### src/rtl/gpio_pkg.sv
// Shared GPIO register definitions: offsets for the input conditioner window
// and a decode helper used by the conditioner's register logic.
package gpio_pkg;

    localparam logic [3:0] GPIO_IC_RISE_EN = 4'h0;
    localparam logic [3:0] GPIO_IC_FALL_EN = 4'h4;
    localparam logic [3:0] GPIO_IC_STATUS  = 4'h8;
    localparam logic [3:0] GPIO_IC_CLEAN   = 4'hC;

    typedef struct packed {
        logic rise_en;
        logic fall_en;
        logic status;
        logic clean;
    } gpio_ic_sel_t;

    // One-hot register select; unmapped addresses select nothing.
    function automatic gpio_ic_sel_t gpio_ic_decode(input logic [3:0] addr);
        gpio_ic_sel_t sel;
        sel = '{rise_en: 1'b0, fall_en: 1'b0, status: 1'b0, clean: 1'b0};
        case (addr)
            GPIO_IC_RISE_EN: sel.rise_en = 1'b1;
            GPIO_IC_FALL_EN: sel.fall_en = 1'b1;
            GPIO_IC_STATUS:  sel.status  = 1'b1;
            GPIO_IC_CLEAN:   sel.clean   = 1'b1;
            default:         sel = '{rise_en: 1'b0, fall_en: 1'b0, status: 1'b0, clean: 1'b0};
        endcase
        return sel;
    endfunction

endpackage

### src/rtl/gpio_input_conditioner_if.sv
// Register bus of the input conditioner, same we/re/addr/wdata/rdata style
// as gpio_control_ip.
interface gpio_input_conditioner_if;

    logic        we;
    logic        re;
    logic [3:0]  addr;
    logic [31:0] wdata;
    logic [31:0] rdata;

    modport master (
        output we,
        output re,
        output addr,
        output wdata,
        input  rdata
    );

    modport slave (
        input  we,
        input  re,
        input  addr,
        input  wdata,
        output rdata
    );

endinterface

### src/rtl/gpio_debounce_bit.sv
// Single-bit pad conditioner: 2-flop synchroniser feeding a counter that only
// lets the clean value follow after DEBOUNCE_CYCLES consecutive differing samples.
module gpio_debounce_bit #(
    parameter int DEBOUNCE_CYCLES = 16,
    parameter int CNT_W           = $clog2(DEBOUNCE_CYCLES + 1)
) (
    input  logic clk,
    input  logic reset,
    input  logic pad,
    output logic clean
);

    localparam logic [CNT_W-1:0] CNT_LAST = CNT_W'(DEBOUNCE_CYCLES - 1);

    logic             sync1_r;
    logic             sync2_r;
    logic             clean_r;
    logic [CNT_W-1:0] cnt_r;

    // Two-stage synchroniser for the asynchronous pad level.
    always_ff @(posedge clk or posedge reset) begin
        if (reset) begin
            sync1_r <= 1'b0;
            sync2_r <= 1'b0;
        end else begin
            sync1_r <= pad;
            sync2_r <= sync1_r;
        end
    end

    // Debounce counter; any sample agreeing with clean restarts the count.
    always_ff @(posedge clk or posedge reset) begin
        if (reset) begin
            cnt_r   <= {CNT_W{1'b0}};
            clean_r <= 1'b0;
        end else if (sync2_r == clean_r) begin
            cnt_r   <= {CNT_W{1'b0}};
            clean_r <= clean_r;
        end else if (cnt_r == CNT_LAST) begin
            cnt_r   <= {CNT_W{1'b0}};
            clean_r <= sync2_r;
        end else begin
            cnt_r   <= cnt_r + CNT_W'(1);
            clean_r <= clean_r;
        end
    end

    assign clean = clean_r;

endmodule

### src/rtl/gpio_input_conditioner.sv
// Pad input conditioner: per-bit synchronise + debounce, edge detection into
// sticky W1C status with a level interrupt, and a small register window.
module gpio_input_conditioner
    import gpio_pkg::*;
#(
    parameter int WIDTH           = 32,
    parameter int DEBOUNCE_CYCLES = 16,
    parameter int CNT_W           = $clog2(DEBOUNCE_CYCLES + 1)
) (
    input  logic                       clk,
    input  logic                       reset,
    input  logic [WIDTH-1:0]           pad_in,
    gpio_input_conditioner_if.slave    bus,
    output logic [WIDTH-1:0]           gpio_in_clean,
    output logic                       irq
);

    logic [WIDTH-1:0] clean_s;
    logic [WIDTH-1:0] clean_d_r;
    logic [WIDTH-1:0] rise_en_r;
    logic [WIDTH-1:0] fall_en_r;
    logic [WIDTH-1:0] status_r;
    logic [WIDTH-1:0] rise_s;
    logic [WIDTH-1:0] fall_s;
    logic [WIDTH-1:0] set_s;
    logic [WIDTH-1:0] clr_s;
    logic [WIDTH-1:0] wdata_s;
    logic [31:0]      rdata_s;
    gpio_ic_sel_t     sel_s;

    for (genvar i = 0; i < WIDTH; i++) begin : g_bit
        gpio_debounce_bit #(
            .DEBOUNCE_CYCLES (DEBOUNCE_CYCLES),
            .CNT_W           (CNT_W)
        ) u_db (
            .clk   (clk),
            .reset (reset),
            .pad   (pad_in[i]),
            .clean (clean_s[i])
        );
    end

    assign sel_s   = gpio_ic_decode(bus.addr);
    assign wdata_s = bus.wdata[WIDTH-1:0];

    // Edge events and W1C mask; a set in the same cycle as a clear wins.
    always_comb begin
        rise_s = clean_s & ~clean_d_r;
        fall_s = ~clean_s & clean_d_r;
        set_s  = (rise_s & rise_en_r) | (fall_s & fall_en_r);
        if (bus.we && sel_s.status) begin
            clr_s = wdata_s;
        end else begin
            clr_s = {WIDTH{1'b0}};
        end
    end

    // Edge-detect delay and sticky status.
    always_ff @(posedge clk or posedge reset) begin
        if (reset) begin
            clean_d_r <= {WIDTH{1'b0}};
            status_r  <= {WIDTH{1'b0}};
        end else begin
            clean_d_r <= clean_s;
            status_r  <= (status_r & ~clr_s) | set_s;
        end
    end

    // Enable registers; writes to unmapped addresses fall through untouched.
    always_ff @(posedge clk or posedge reset) begin
        if (reset) begin
            rise_en_r <= {WIDTH{1'b0}};
            fall_en_r <= {WIDTH{1'b0}};
        end else if (bus.we && sel_s.rise_en) begin
            rise_en_r <= wdata_s;
        end else if (bus.we && sel_s.fall_en) begin
            fall_en_r <= wdata_s;
        end else begin
            rise_en_r <= rise_en_r;
            fall_en_r <= fall_en_r;
        end
    end

    // Combinational read mux, zero whenever the read strobe is low.
    always_comb begin
        rdata_s = 32'h0000_0000;
        if (!bus.re) begin
            rdata_s = 32'h0000_0000;
        end else if (sel_s.rise_en) begin
            rdata_s = 32'(rise_en_r);
        end else if (sel_s.fall_en) begin
            rdata_s = 32'(fall_en_r);
        end else if (sel_s.status) begin
            rdata_s = 32'(status_r);
        end else if (sel_s.clean) begin
            rdata_s = 32'(clean_s);
        end else begin
            rdata_s = 32'h0000_0000;
        end
    end

    assign bus.rdata     = rdata_s;
    assign gpio_in_clean = clean_s;
    assign irq           = |status_r;

endmodule

### src/flat_wrapper.sv
// flat-port wrapper written by rule: the top's interface ports become plain ports
module gpio_input_conditioner_flat import gpio_pkg::*;
#(
    parameter int WIDTH           = 32,
    parameter int DEBOUNCE_CYCLES = 16,
    parameter int CNT_W           = $clog2(DEBOUNCE_CYCLES + 1)
)
  (clk, reset, pad_in, gpio_in_clean, irq, bus_we, bus_re, bus_addr, bus_wdata, bus_rdata);
  gpio_input_conditioner_if bus_i ();
  input  logic clk;
  input  logic reset;
  input  logic [WIDTH-1:0] pad_in;
  output logic [WIDTH-1:0] gpio_in_clean;
  output logic irq;
  input wire logic [$bits(bus_i.we)-1:0] bus_we;
  input wire logic [$bits(bus_i.re)-1:0] bus_re;
  input wire logic [$bits(bus_i.addr)-1:0] bus_addr;
  input wire logic [$bits(bus_i.wdata)-1:0] bus_wdata;
  output wire logic [$bits(bus_i.rdata)-1:0] bus_rdata;
  assign bus_i.we = bus_we;
  assign bus_i.re = bus_re;
  assign bus_i.addr = bus_addr;
  assign bus_i.wdata = bus_wdata;
  assign bus_rdata = bus_i.rdata;
  gpio_input_conditioner #(.WIDTH(WIDTH), .DEBOUNCE_CYCLES(DEBOUNCE_CYCLES), .CNT_W(CNT_W)) u_core (.clk(clk), .reset(reset), .pad_in(pad_in), .bus(bus_i), .gpio_in_clean(gpio_in_clean), .irq(irq));
endmodule
### config.mk
export PLATFORM = sky130hd
export DESIGN_NAME = gpio_input_conditioner_flat
export DESIGN_NICKNAME = d
export VERILOG_FILES = /design/src/rtl/gpio_pkg.sv /design/src/rtl/gpio_input_conditioner_if.sv /design/src/rtl/gpio_debounce_bit.sv /design/src/rtl/gpio_input_conditioner.sv /design/src/flat_wrapper.sv
export SDC_FILE = /design/constraint.sdc
export NUM_CORES = 1
export LEC_CHECK = 0
export ABC_AREA = 1
export ABC_CLOCK_PERIOD_IN_PS = 11300
export BUFFER_PORTS_ARGS = -buffer_cell sky130_fd_sc_hd__buf_4
export CAP_MARGIN = 10
export CORE_ASPECT_RATIO = 0.75
export CORE_MARGIN = 5
export CORE_UTILIZATION = 45
export DETAILED_ROUTE_END_ITERATION = 12
export GPL_ROUTABILITY_DRIVEN = 0
export PLACE_DENSITY = 0.64
export SYNTH_ARGS = -nofsm -noshare
export SYNTH_HDL_FRONTEND = slang
export SYNTH_HIERARCHICAL = 1
export SYNTH_SLANG_ARGS = --single-unit
### constraint.sdc
create_clock -name clk -period 11.3 [get_ports clk]
set_input_delay 2.26 -clock clk [delete_from_list [all_inputs] [get_ports clk]]
set_output_delay 2.26 -clock clk [all_outputs]
set_load 0.02 [all_outputs]
# Word-level counts from Yosys, hierarchy flattened
# Cells that the tools add are included.
# word_totals
output_inout_bits	65
wordCells	386
ff_bits	384
input_bits	72
# op_classes
eq_ne	67
n_mux	74
reduce_logical	38
n_bitwise	43
addsub	32
# op_table
op	n
2-to-1 mux 5 bit	64
2-to-1 mux 32 bit	6
adder 5 x 1 -> 5 bit (second input constant)	32
AND 32 bit	5
equality test 5 x 4 -> 1 bit (second input constant)	32
inverter 32 bit	3
AND reduction 2 bit	33
OR 32 bit	2
inverter 1 bit	33
equality test 1 bit	32
OR reduction 32 bit	1
equality test 4 bit (second input constant)	2
equality test 4 x 3 -> 1 bit (second input constant)	1
logical NOT 4 bit	1
2-to-1 mux 1 bit	4
logical AND 1 bit	3

# Longest topological paths before layout
# Gate-level depths: netlist (run 1).
# logic_depth
word_depth	7
ltp_mapped	8
depth_no_buf	7

# Hierarchy
# The synthesis (run 1) kept the hierarchy.
# by_module_without_submodules
mod	seq_area_each_um2	instances	area_each_um2	cells_per_inst
gpio_debounce_bit	200.2	32	330.3	37
gpio_input_conditioner	3203.1	1	6351.1	848

# Least setup slack after synthesis (run 1)
# Ideal clock, no wire load.
# synth_timing
kind	input to output
startpoint	input bus_addr[1]
endpoint	output bus_rdata[30]
path_stages	5
n_path_buf	2
t_arrival_ns	3.300
required_time_ns	9.040
setup_slack_ns	5.740
cell_sequence	nor2_4 -> buf_4 -> buf_2 -> o211ai_1 -> a21oi_1
# synth_via
elab_chain_len	7
elab_cells_between_ends	13
cone_classes	eq/ne (3); mux (9); reduce/logical (1)
# synth_lines
element	line_no	source
start: declaration	flat_wrapper.sv:17	input wire logic [$bits(bus_i.addr)-1:0] bus_addr;
equality test 4 bit	gpio_pkg.sv:21	case (addr)
2-to-1 mux 1 bit	gpio_pkg.sv:21	
2-to-1 mux 32 bit	gpio_input_conditioner.sv:95	end else if (sel_s.clean) begin
2-to-1 mux 32 bit	gpio_input_conditioner.sv:93	end else if (sel_s.status) begin
2-to-1 mux 32 bit	gpio_input_conditioner.sv:91	end else if (sel_s.fall_en) begin
2-to-1 mux 32 bit (*)	gpio_input_conditioner.sv:89	end else if (sel_s.rise_en) begin
2-to-1 mux 32 bit (*)	gpio_input_conditioner.sv:87	if (!bus.re) begin
end: declaration	flat_wrapper.sv:19	output wire logic [$bits(bus_i.rdata)-1:0] bus_rdata;
# Every way passes the cells marked *; elsewhere a longest branch is shown, timed or not.

# Worst setup path after layout (run 1)
# Ends and elaborated chain as after synthesis.

==> impl_metrics.toml, run 1 <==
[run_status]
status = "finished, final reports clean"

[hold_path]
hp-class = "flip-flop to flip-flop"

[clock_network]
post_cts_resized = 0
clkSinkCount = 384
cts.clk_slew.worst_paths_ps = 60
cts_inserted_buffers = 39
htreeDepth = 2
cts-root-buf = "clkbuf_16"
cts-hold-fix-buffers = 0
cts_buffer_depth = 3
cts_tree = "yes"
clk-insertion-delay-late_ps = 520
cts_setup_buffers = 0

[run]
cap_violations = 0

[timing]
final.min_clock_period_ps = 6880
fmax_mhz = 145
maxSlewHeadroom = 0.263
tns_ps = 0
fin_skew_ps = 7.30
rsz0062_at_grt = "false"
worst_pin_slew_ps = 1100
report.final.slew_viol_count = 0
min_period_over_period = 0.608
finalSetupViolCount = 0
finalHoldViolCount = 0

[worst_setup_path]
worstSetupPathType = "input port to output pin"
startpoint_type = "input port"
crit_family = "buffers and inverters"
required_ps = 9040
path_buf_inv = 4
crit_slowest_cell = "buf_4"
worst_setup_path_end_kind = "output pin"
crit_arrival_ps = 4620
cp_cell_sequence = "buf_4 > nor2_4 > buf_4 > buf_4 > nand2_2 > nand2_1 > nand2_1 > a21oi_1 > buf_4"
slowest_delay_ps = 620
worst-path-max-fanout = 58
crit_path_frequent_cell = "buf_4"

[die]
die_area_um2 = 41600
start_util = 0.456
die_h_um = 178
rows = 61
io_pins = 137
die_w_um = 234
core_um2 = 37100

[routing]
firstDrtPassIters = 5
dr.first_iter.drc_count = 960
vias = 13200
drc = 0
avgRoutedWirePerCell_um = 14.6
drt_wl_total_um = 39600
viasPerCell = 4.88
antenna_left = 0

[placement]
postPlaceCellArea_um2 = 18500
port_buffers = 136
dp_hpwl_um = 26700

[power_and_ir_drop]
total_power_mw = 3.17
peakVddDrop_mv = 0.0884
powerDensity_nw_per_um2 = 160
p_leak_nw = 10.2

[yosys]
synthFlopType = "dfrtp_1"
synth_area_leader_cell = "dfrtp_1"
synth.top_cells.by_area = "dfrtp_1, nand2_1, inv_1"
ys_seq_area_frac = 0.568
syn_area_per_cell_um2 = 8.33
synth.cell_area_um2 = 16900
synth-async-reset-ratio = 1.00
yosys_warnings = 6
synth_cell_type_count = 24
syn_nets = 2136
synthCells = 2032
synth_top_area_frac = 0.568
ys_ff_latch = 384
synth_edf_count = 0
synth_most_common_cell = "nand2_1"
yosys-top-cells-count = "nand2_1, dfrtp_1, inv_1"

[global_routing]
grt_max_degree = 72
track_usage = 0.194
grt_antenna_before_repair = 1
gr-total-overflow = 0
grt_pass1_vias = 12900
grt_pass1_wl_um = 65400

[cells_and_area]
area_delta_synth_final_pct = 16.9
drive_gt1_frac = 0.0955
fin_util = 0.533
layout.nets = 2276
diodes = 0
fin_area_um2 = 19800
worst paths after layout:
path	start	to	slack, ps	cells past startpoint
worst max-delay path	bus_addr[1]	bus_rdata[30]	4420	9
worst min-delay path	u_core/g_bit[15].u_db/sync1_r	u_core/g_bit[15].u_db/sync2_r	350	0
worst max register to register	u_core/g_bit[13].u_db/clean	u_core/g_bit[13].u_db/cnt_r[0]	10150	6
worst min register to register	u_core/g_bit[15].u_db/sync1_r	u_core/g_bit[15].u_db/sync2_r	350	0
max in group asynchronous	reset	u_core/fall_en_r[22]	7870	3
min in group asynchronous	reset	u_core/g_bit[15].u_db/sync2_r	1980	2
power by group:
part / leakage [nW] / internal (mW) / switching [mW]
Clock: 0.646 / 0.814 / 0.517
Sequential: 4.99 / 1.49 / 0.0944
Combinational: 4.59 / 0.0977 / 0.159
cell type report:
| class | count | area (um2) |
|---|---|---|
| fillers | 3464 | 17300 |
| clock inverters | 5 | 125 |
| well taps | 504 | 631 |
| inverters | 311 | 1170 |
| repair buffers | 143 | 1070 |
| flip-flops and latches | 384 | 9610 |
| clock buffers | 63 | 1200 |
| multi-input cells | 1293 | 5970 |
registers in the layout, summed over array words and instances (netlist names):
register and count:
u_core/g_bit.u_db/sync1_r 32, u_core/fall_en_r 32, u_core/g_bit.u_db/cnt_r 160, u_core/clean_d_r 32, u_core/g_bit.u_db/sync2_r 32, u_core/rise_en_r 32, u_core/g_bit.u_db/clean 32, u_core/status_r 32
metrics by stage:
step	setup WS, ps	hold WS [ps]	cells
detailed placement	4430	335	2635
global placement	4430	332	2635
finish	4420	346	2703
floorplan	5630	331	2032
global route	4240	350	2703
CTS	4420	348	2703
logic make-up after synthesis:
family / Yosys count / synth area share
adders and majority gates: 32 / 0.0237
and+or+nand+nor: 1081 / 0.266
AOI/OAI and AO/OA: 148 / 0.0463
DFF: 384 / 0.568
xor gates and xnor gates: 32 / 0.0166
buffers and inverters: 355 / 0.0798
placed cells by master (no fill, tap or decap), types with 13 or more instances in the layout:
cell type	n
nor2_1	292
nor3_1	24
inv_1	306
nand4_1	65
ha_1	32
clkbuf_16	41
o21ai_0	87
a31oi_1	32
nand2_1	533
xnor2_1	32
nand3_1	159
o21ai_1	27
clkbuf_1	13
buf_4	143
dfrtp_1	384
worst reg2reg max path, cell delays in order (launching register included):
cell	delay [ps]
dfrtp_1	460
buf_4	230
inv_1	50
nand2_1	60
nand2_1	70
nand2_1	120
nor2_1	50
metal layers:
| layer | vias up | GRT usage | share of wire |
|---|---|---|---|
| li1 | 6634 | - | - |
| met1 | 6206 | 0.272 | 0.46 |
| met2 | 285 | 0.310 | 0.46 |
| met3 | 63 | 0.0389 | 0.057 |
| met4 | 2 | 0.0555 | 0.024 |
| met5 | - | 0 | 0.00051 |
(Power assumes the default switching activity.)
==> inputs of run 2 (changes only) <==
--- a/config.mk
+++ b/config.mk
@@ -6,7 +6,7 @@
 export NUM_CORES = 1
 export LEC_CHECK = 0
 export ABC_AREA = 1
-export ABC_CLOCK_PERIOD_IN_PS = 11300
+export ABC_CLOCK_PERIOD_IN_PS = 6600
 export BUFFER_PORTS_ARGS = -buffer_cell sky130_fd_sc_hd__buf_4
 export CAP_MARGIN = 10
 export CORE_ASPECT_RATIO = 0.75
==> constraint.sdc (replaced) <==
create_clock -name clk -period 6.6 [get_ports clk]
set_input_delay 1.32 -clock clk [delete_from_list [all_inputs] [get_ports clk]]
set_output_delay 1.32 -clock clk [all_outputs]
set_load 0.02 [all_outputs]
==> run 2 against run 1 <==
  * Core utilization rose by 0.098 points
  * Routed wire length fell by 0.59%
  * Sequential share of layout area fell by 0.089 points
  * Sequential cell count did not move
  * First-iteration DRC count fell by 7.1%
  * Global-route usage fell by 0.29 points
  * Critical path depth fell by 1
  * Register-to-register slack got worse by 4600 ps
==> impl_metrics.toml, run 2 (synthesis gave the netlist of run 1 again) <==
[routing]
drc = 0
firstDrtPassIters = 6
antenna_left = 0
viasPerCell = 4.90
avgRoutedWirePerCell_um = 14.5
vias = 13200
drt_wl_total_um = 39300
dr.first_iter.drc_count = 892

[worst_setup_path]
cp_cell_sequence = "buf_4 > inv_2 > nor2_4 > nand2_2 > nand2_1 > nand2_1 > a21oi_1 > buf_4"
crit_arrival_ps = 3400
crit_family = "simple AND/OR/NAND/NOR gates"
startpoint_type = "input port"
required_ps = 5280
worst-path-max-fanout = 33
slowest_delay_ps = 720
worstSetupPathType = "input port to output pin"
path_buf_inv = 3
worst_setup_path_end_kind = "output pin"
crit_slowest_cell = "nor2_4"

[global_routing]
track_usage = 0.191
grt_pass1_vias = 12800
gr-total-overflow = 0
grt_antenna_before_repair = 2
grt_max_degree = 74
grt_pass1_wl_um = 64500

[cells_and_area]
final_common_cell = "nand2_1"
drive_gt1_frac = 0.0982
stdcell_count = 2705
layout.nets = 2276
final_cell_mix = "nand2_1, dfrtp_1, inv_1"
area_delta_synth_final_pct = 17.1
top_register = "u_core/g_bit.u_db/cnt_r"
largest_reg_flops = 160
fin_area_um2 = 19800
fillers = 3455

[placement]
place_ws_ps = 1850
placed_cells = 2633
dp_hpwl_um = 26500
port_buffers = 136
postPlaceCellArea_um2 = 18500

[die]
die_area_um2 = 41600
io_pins = 137
start_util = 0.456
die_w_um = 234
rows = 61
die_h_um = 178
core_um2 = 37100

[clock_network]
cts_buffer_depth = 3
cts-root-buf = "clkbuf_16"
cts_tree = "yes"
clk-insertion-delay-late_ps = 530
cts_inserted_buffers = 41
clkSinkCount = 384
cts.clk_slew.worst_paths_ps = 60
post_cts_resized = 0
htreeDepth = 2
cts_setup_buffers = 0
cts-hold-fix-buffers = 0

[timing]
report.final.slew_viol_count = 0
rsz0062_at_grt = "false"
finalSetupViolCount = 0
finalHoldViolCount = 0
min_period_over_period = 0.716
fin_skew_ps = 16.3
final.min_clock_period_ps = 4720
worst_pin_slew_ps = 1060
fin_ws_ps = 1880
maxSlewHeadroom = 0.291
tns_ps = 0
fmax_mhz = 212

[power_and_ir_drop]
peakVddDrop_mv = 0.157
total_power_mw = 5.44
p_leak_nw = 10.2
powerDensity_nw_per_um2 = 274

[run]
cap_violations = 0

[hold_path]
hp-class = "flip-flop to flip-flop"

[run_status]
status = "finished, final reports clean"
## run 2: cell types whose count changed in the layout (fill, tap and decap cells not counted), sizes merged
| cell | before | now |
|---|---|---|
| bufinv | 4 | 1 |
| inv | 310 | 313 |
| buf | 143 | 141 |
| clkinv | 2 | 4 |
| clkbuf | 63 | 64 |
| diode | 0 | 1 |
## run 2: final cells by class
class                   count  area [um2]  area share
clock inverters             7        75.1     0.00379
clock buffers              64        1280      0.0648
inverters                 311        1170      0.0592
flip-flops and latches    384        9610       0.485
repair buffers            141        1070      0.0540
multi-input cells        1293        5970       0.301
diodes                      1        2.50    0.000126
well taps                 504         631      0.0318
## run 2: layer usage
layer	global-route usage	vias up	share of wire
met2	0.306	320	0.46
met4	0.0567	2	0.022
met1	0.266	6199	0.46
met5	0	-	0.00033
li1	-	6663	-
met3	0.0389	64	0.058
## run 2: final timing paths
| path | from | end | slack, ps | cells past startpoint |
|---|---|---|---|---|
| worst max-delay path | bus_addr[3] | bus_rdata[30] | 1880 | 8 |
| worst min-delay path | u_core/g_bit[1].u_db/sync1_r | u_core/g_bit[1].u_db/sync2_r | 350 | 0 |
| worst max register to register | u_core/g_bit[1].u_db/clean | u_core/status_r[1] | 5510 | 3 |
| worst min register to register | u_core/g_bit[1].u_db/sync1_r | u_core/g_bit[1].u_db/sync2_r | 350 | 0 |
| max in group asynchronous | reset | u_core/rise_en_r[28] | 4140 | 3 |
| min in group asynchronous | reset | u_core/g_bit[16].u_db/cnt_r[1] | 1000 | 2 |
## run 2: power breakdown
part	switching (mW)	internal [mW]	leakage [nW]
Combinational	0.270	0.168	4.58
Sequential	0.157	2.55	4.99
Clock	0.916	1.38	0.672
## run 2: through the flow
step           hold WS, ps  utilization
6_report               348        0.534
3_5_place_dp           335        0.498
5_1_grt                353        0.534
2_1_floorplan          331            -
3_3_place_gp           332        0.498
4_1_cts                350        0.534
## run 2: worst register-to-register path, cell delays in order, from the launching register on
cell	delay [ps]
dfrtp_1	540
nor2_1	100
a31oi_1	190
o21ai_0	130
==> inputs of run 3 (changes only) <==
--- a/config.mk
+++ b/config.mk
@@ -6,7 +6,7 @@
 export NUM_CORES = 1
 export LEC_CHECK = 0
 export ABC_AREA = 1
-export ABC_CLOCK_PERIOD_IN_PS = 6600
+export ABC_CLOCK_PERIOD_IN_PS = 4300
 export BUFFER_PORTS_ARGS = -buffer_cell sky130_fd_sc_hd__buf_4
 export CAP_MARGIN = 10
 export CORE_ASPECT_RATIO = 0.75
@@ -14,7 +14,7 @@
 export CORE_UTILIZATION = 45
 export DETAILED_ROUTE_END_ITERATION = 12
 export GPL_ROUTABILITY_DRIVEN = 0
-export PLACE_DENSITY = 0.64
+export PLACE_DENSITY = 0.66
 export SYNTH_ARGS = -nofsm -noshare
 export SYNTH_HDL_FRONTEND = slang
 export SYNTH_HIERARCHICAL = 1
==> constraint.sdc (replaced) <==
create_clock -name clk -period 4.3 [get_ports clk]
set_input_delay 0.86 -clock clk [delete_from_list [all_inputs] [get_ports clk]]
set_output_delay 0.86 -clock clk [all_outputs]
set_load 0.02 [all_outputs]
==> run 3 against run 2 <==
  * Sequential power increased by 54%
  * Core utilization increased by 0.17 points
  * Die area unchanged
  * Hold slack got worse by 5.1 ps
  * Combinational power increased by 54%
  * Critical endpoint is now bus_rdata[26]
  * Largest power group unchanged
  * Highest routed layer unchanged
==> impl_metrics.toml, run 3 (synthesis gave the netlist of run 1 again) <==
[worst_setup_path]
worstSetupPathType = "input port to output pin"
crit_slowest_cell = "nand3_2"
crit_arrival_ps = 2710
cp_cell_sequence = "buf_4 > nor2_4 > nand3_2 > buf_4 > o21ai_0 > nor2_1 > buf_4"
worst_setup_path_end_kind = "output pin"
required_ps = 3440
crit_path_frequent_cell = "buf_4"
startpoint_type = "input port"
worst-path-max-fanout = 32
slowest_delay_ps = 670

[timing]
min_period_over_period = 0.830
final.min_clock_period_ps = 3570
worst_pin_slew_ps = 911
fmax_mhz = 280
tns_ps = 0
hold_slack_ps = 342
fin_skew_ps = 17.2
finalHoldViolCount = 0
report.final.slew_viol_count = 0
rsz0062_at_grt = "false"
maxSlewHeadroom = 0.392
finalSetupViolCount = 0

[placement]
port_buffers = 136
dp_hpwl_um = 27700
postPlaceCellArea_um2 = 18600

[routing]
viasPerCell = 4.89
drt_wl_total_um = 39600
vias = 13300
avgRoutedWirePerCell_um = 14.6
antenna_left = 0
dr.first_iter.drc_count = 1030
drc = 0
firstDrtPassIters = 7

[run]
cap_violations = 0

[cells_and_area]
top_register = "u_core/g_bit.u_db/cnt_r"
diodes = 0
layout.nets = 2288
area_delta_synth_final_pct = 17.5
fin_area_um2 = 19900
largest_reg_flops = 160
final_common_cell = "nand2_1"
drive_gt1_frac = 0.103
final_cell_mix = "nand2_1, dfrtp_1, inv_1"
fin_util = 0.536

[power_and_ir_drop]
powerDensity_nw_per_um2 = 418
peakVddDrop_mv = 0.317
p_leak_nw = 10.3

[die]
die_area_um2 = 41600
start_util = 0.456
die_w_um = 234
core_um2 = 37100
io_pins = 137
die_h_um = 178
rows = 61

[clock_network]
clkSinkCount = 384
cts_setup_buffers = 0
post_cts_resized = 0
cts_inserted_buffers = 41
cts_buffer_depth = 3
cts-root-buf = "clkbuf_16"
htreeDepth = 2
cts_tree = "yes"
cts-hold-fix-buffers = 0
cts.clk_slew.worst_paths_ps = 50
clk-insertion-delay-late_ps = 550

[global_routing]
grt_max_degree = 93
grt_pass1_wl_um = 65300
gr-total-overflow = 0
grt_pass1_vias = 12800
track_usage = 0.195
grt_antenna_before_repair = 2

[hold_path]
hp-class = "flip-flop to flip-flop"

[run_status]
status = "finished, final reports clean"
-- run 3: path summary, 6_finish.rpt --
kind	startpoint	to	slack (ps)	cells past startpoint
setup / recovery	bus_addr[1]	bus_rdata[26]	730	7
hold / removal	u_core/g_bit[15].u_db/sync1_r	u_core/g_bit[15].u_db/sync2_r	340	0
setup reg to reg	u_core/g_bit[18].u_db/clean	u_core/g_bit[18].u_db/cnt_r[0]	3170	6
hold reg to reg	u_core/g_bit[15].u_db/sync1_r	u_core/g_bit[15].u_db/sync2_r	340	0
max in group asynchronous	reset	u_core/rise_en_r[1]	2790	3
min in group asynchronous	reset	u_core/g_bit[5].u_db/cnt_r[3]	530	2
-- run 3: report_power, final --
group          switching (mW)  leakage (nW)  internal (mW)
Clock                    1.40         0.657           2.06
Combinational           0.414          4.65          0.262
Sequential              0.253          4.99           3.91
-- run 3: area by class of cell --
cell class | instances | area [um2]
clock buffers | 57 | 1200
clock inverters | 13 | 125
fillers | 3431 | 17200
inverters | 311 | 1170
multi-input cells | 1293 | 5970
flip-flops and latches | 384 | 9610
well taps | 504 | 631
repair buffers | 153 | 1170
-- run 3: metrics by stage --
stage | setup WS, ps | total power, mW | cells
2_1_floorplan | 27.4 | 4.63 | 2032
3_3_place_gp | 725 | 4.87 | 2645
3_5_place_dp | 710 | 4.91 | 2645
4_1_cts | 702 | 8.41 | 2715
5_1_grt | 581 | 8.72 | 2715
6_report | 732 | 8.30 | 2715
-- run 3: per-layer routing --
layer  GRT usage  routed length, um  up-vias
li1            -                  -     6671
met1       0.273              18300     6230
met2       0.310              17900      302
met3      0.0486               2700       58
met4      0.0450                713        4
met5           0                 23        -
-- run 3: critical path: cells and delay by family --
kind	cells	cell delay, ps
and+or+nand+nor	3	950
buffers and inverters	3	740
AOI/OAI and AO/OA	1	160
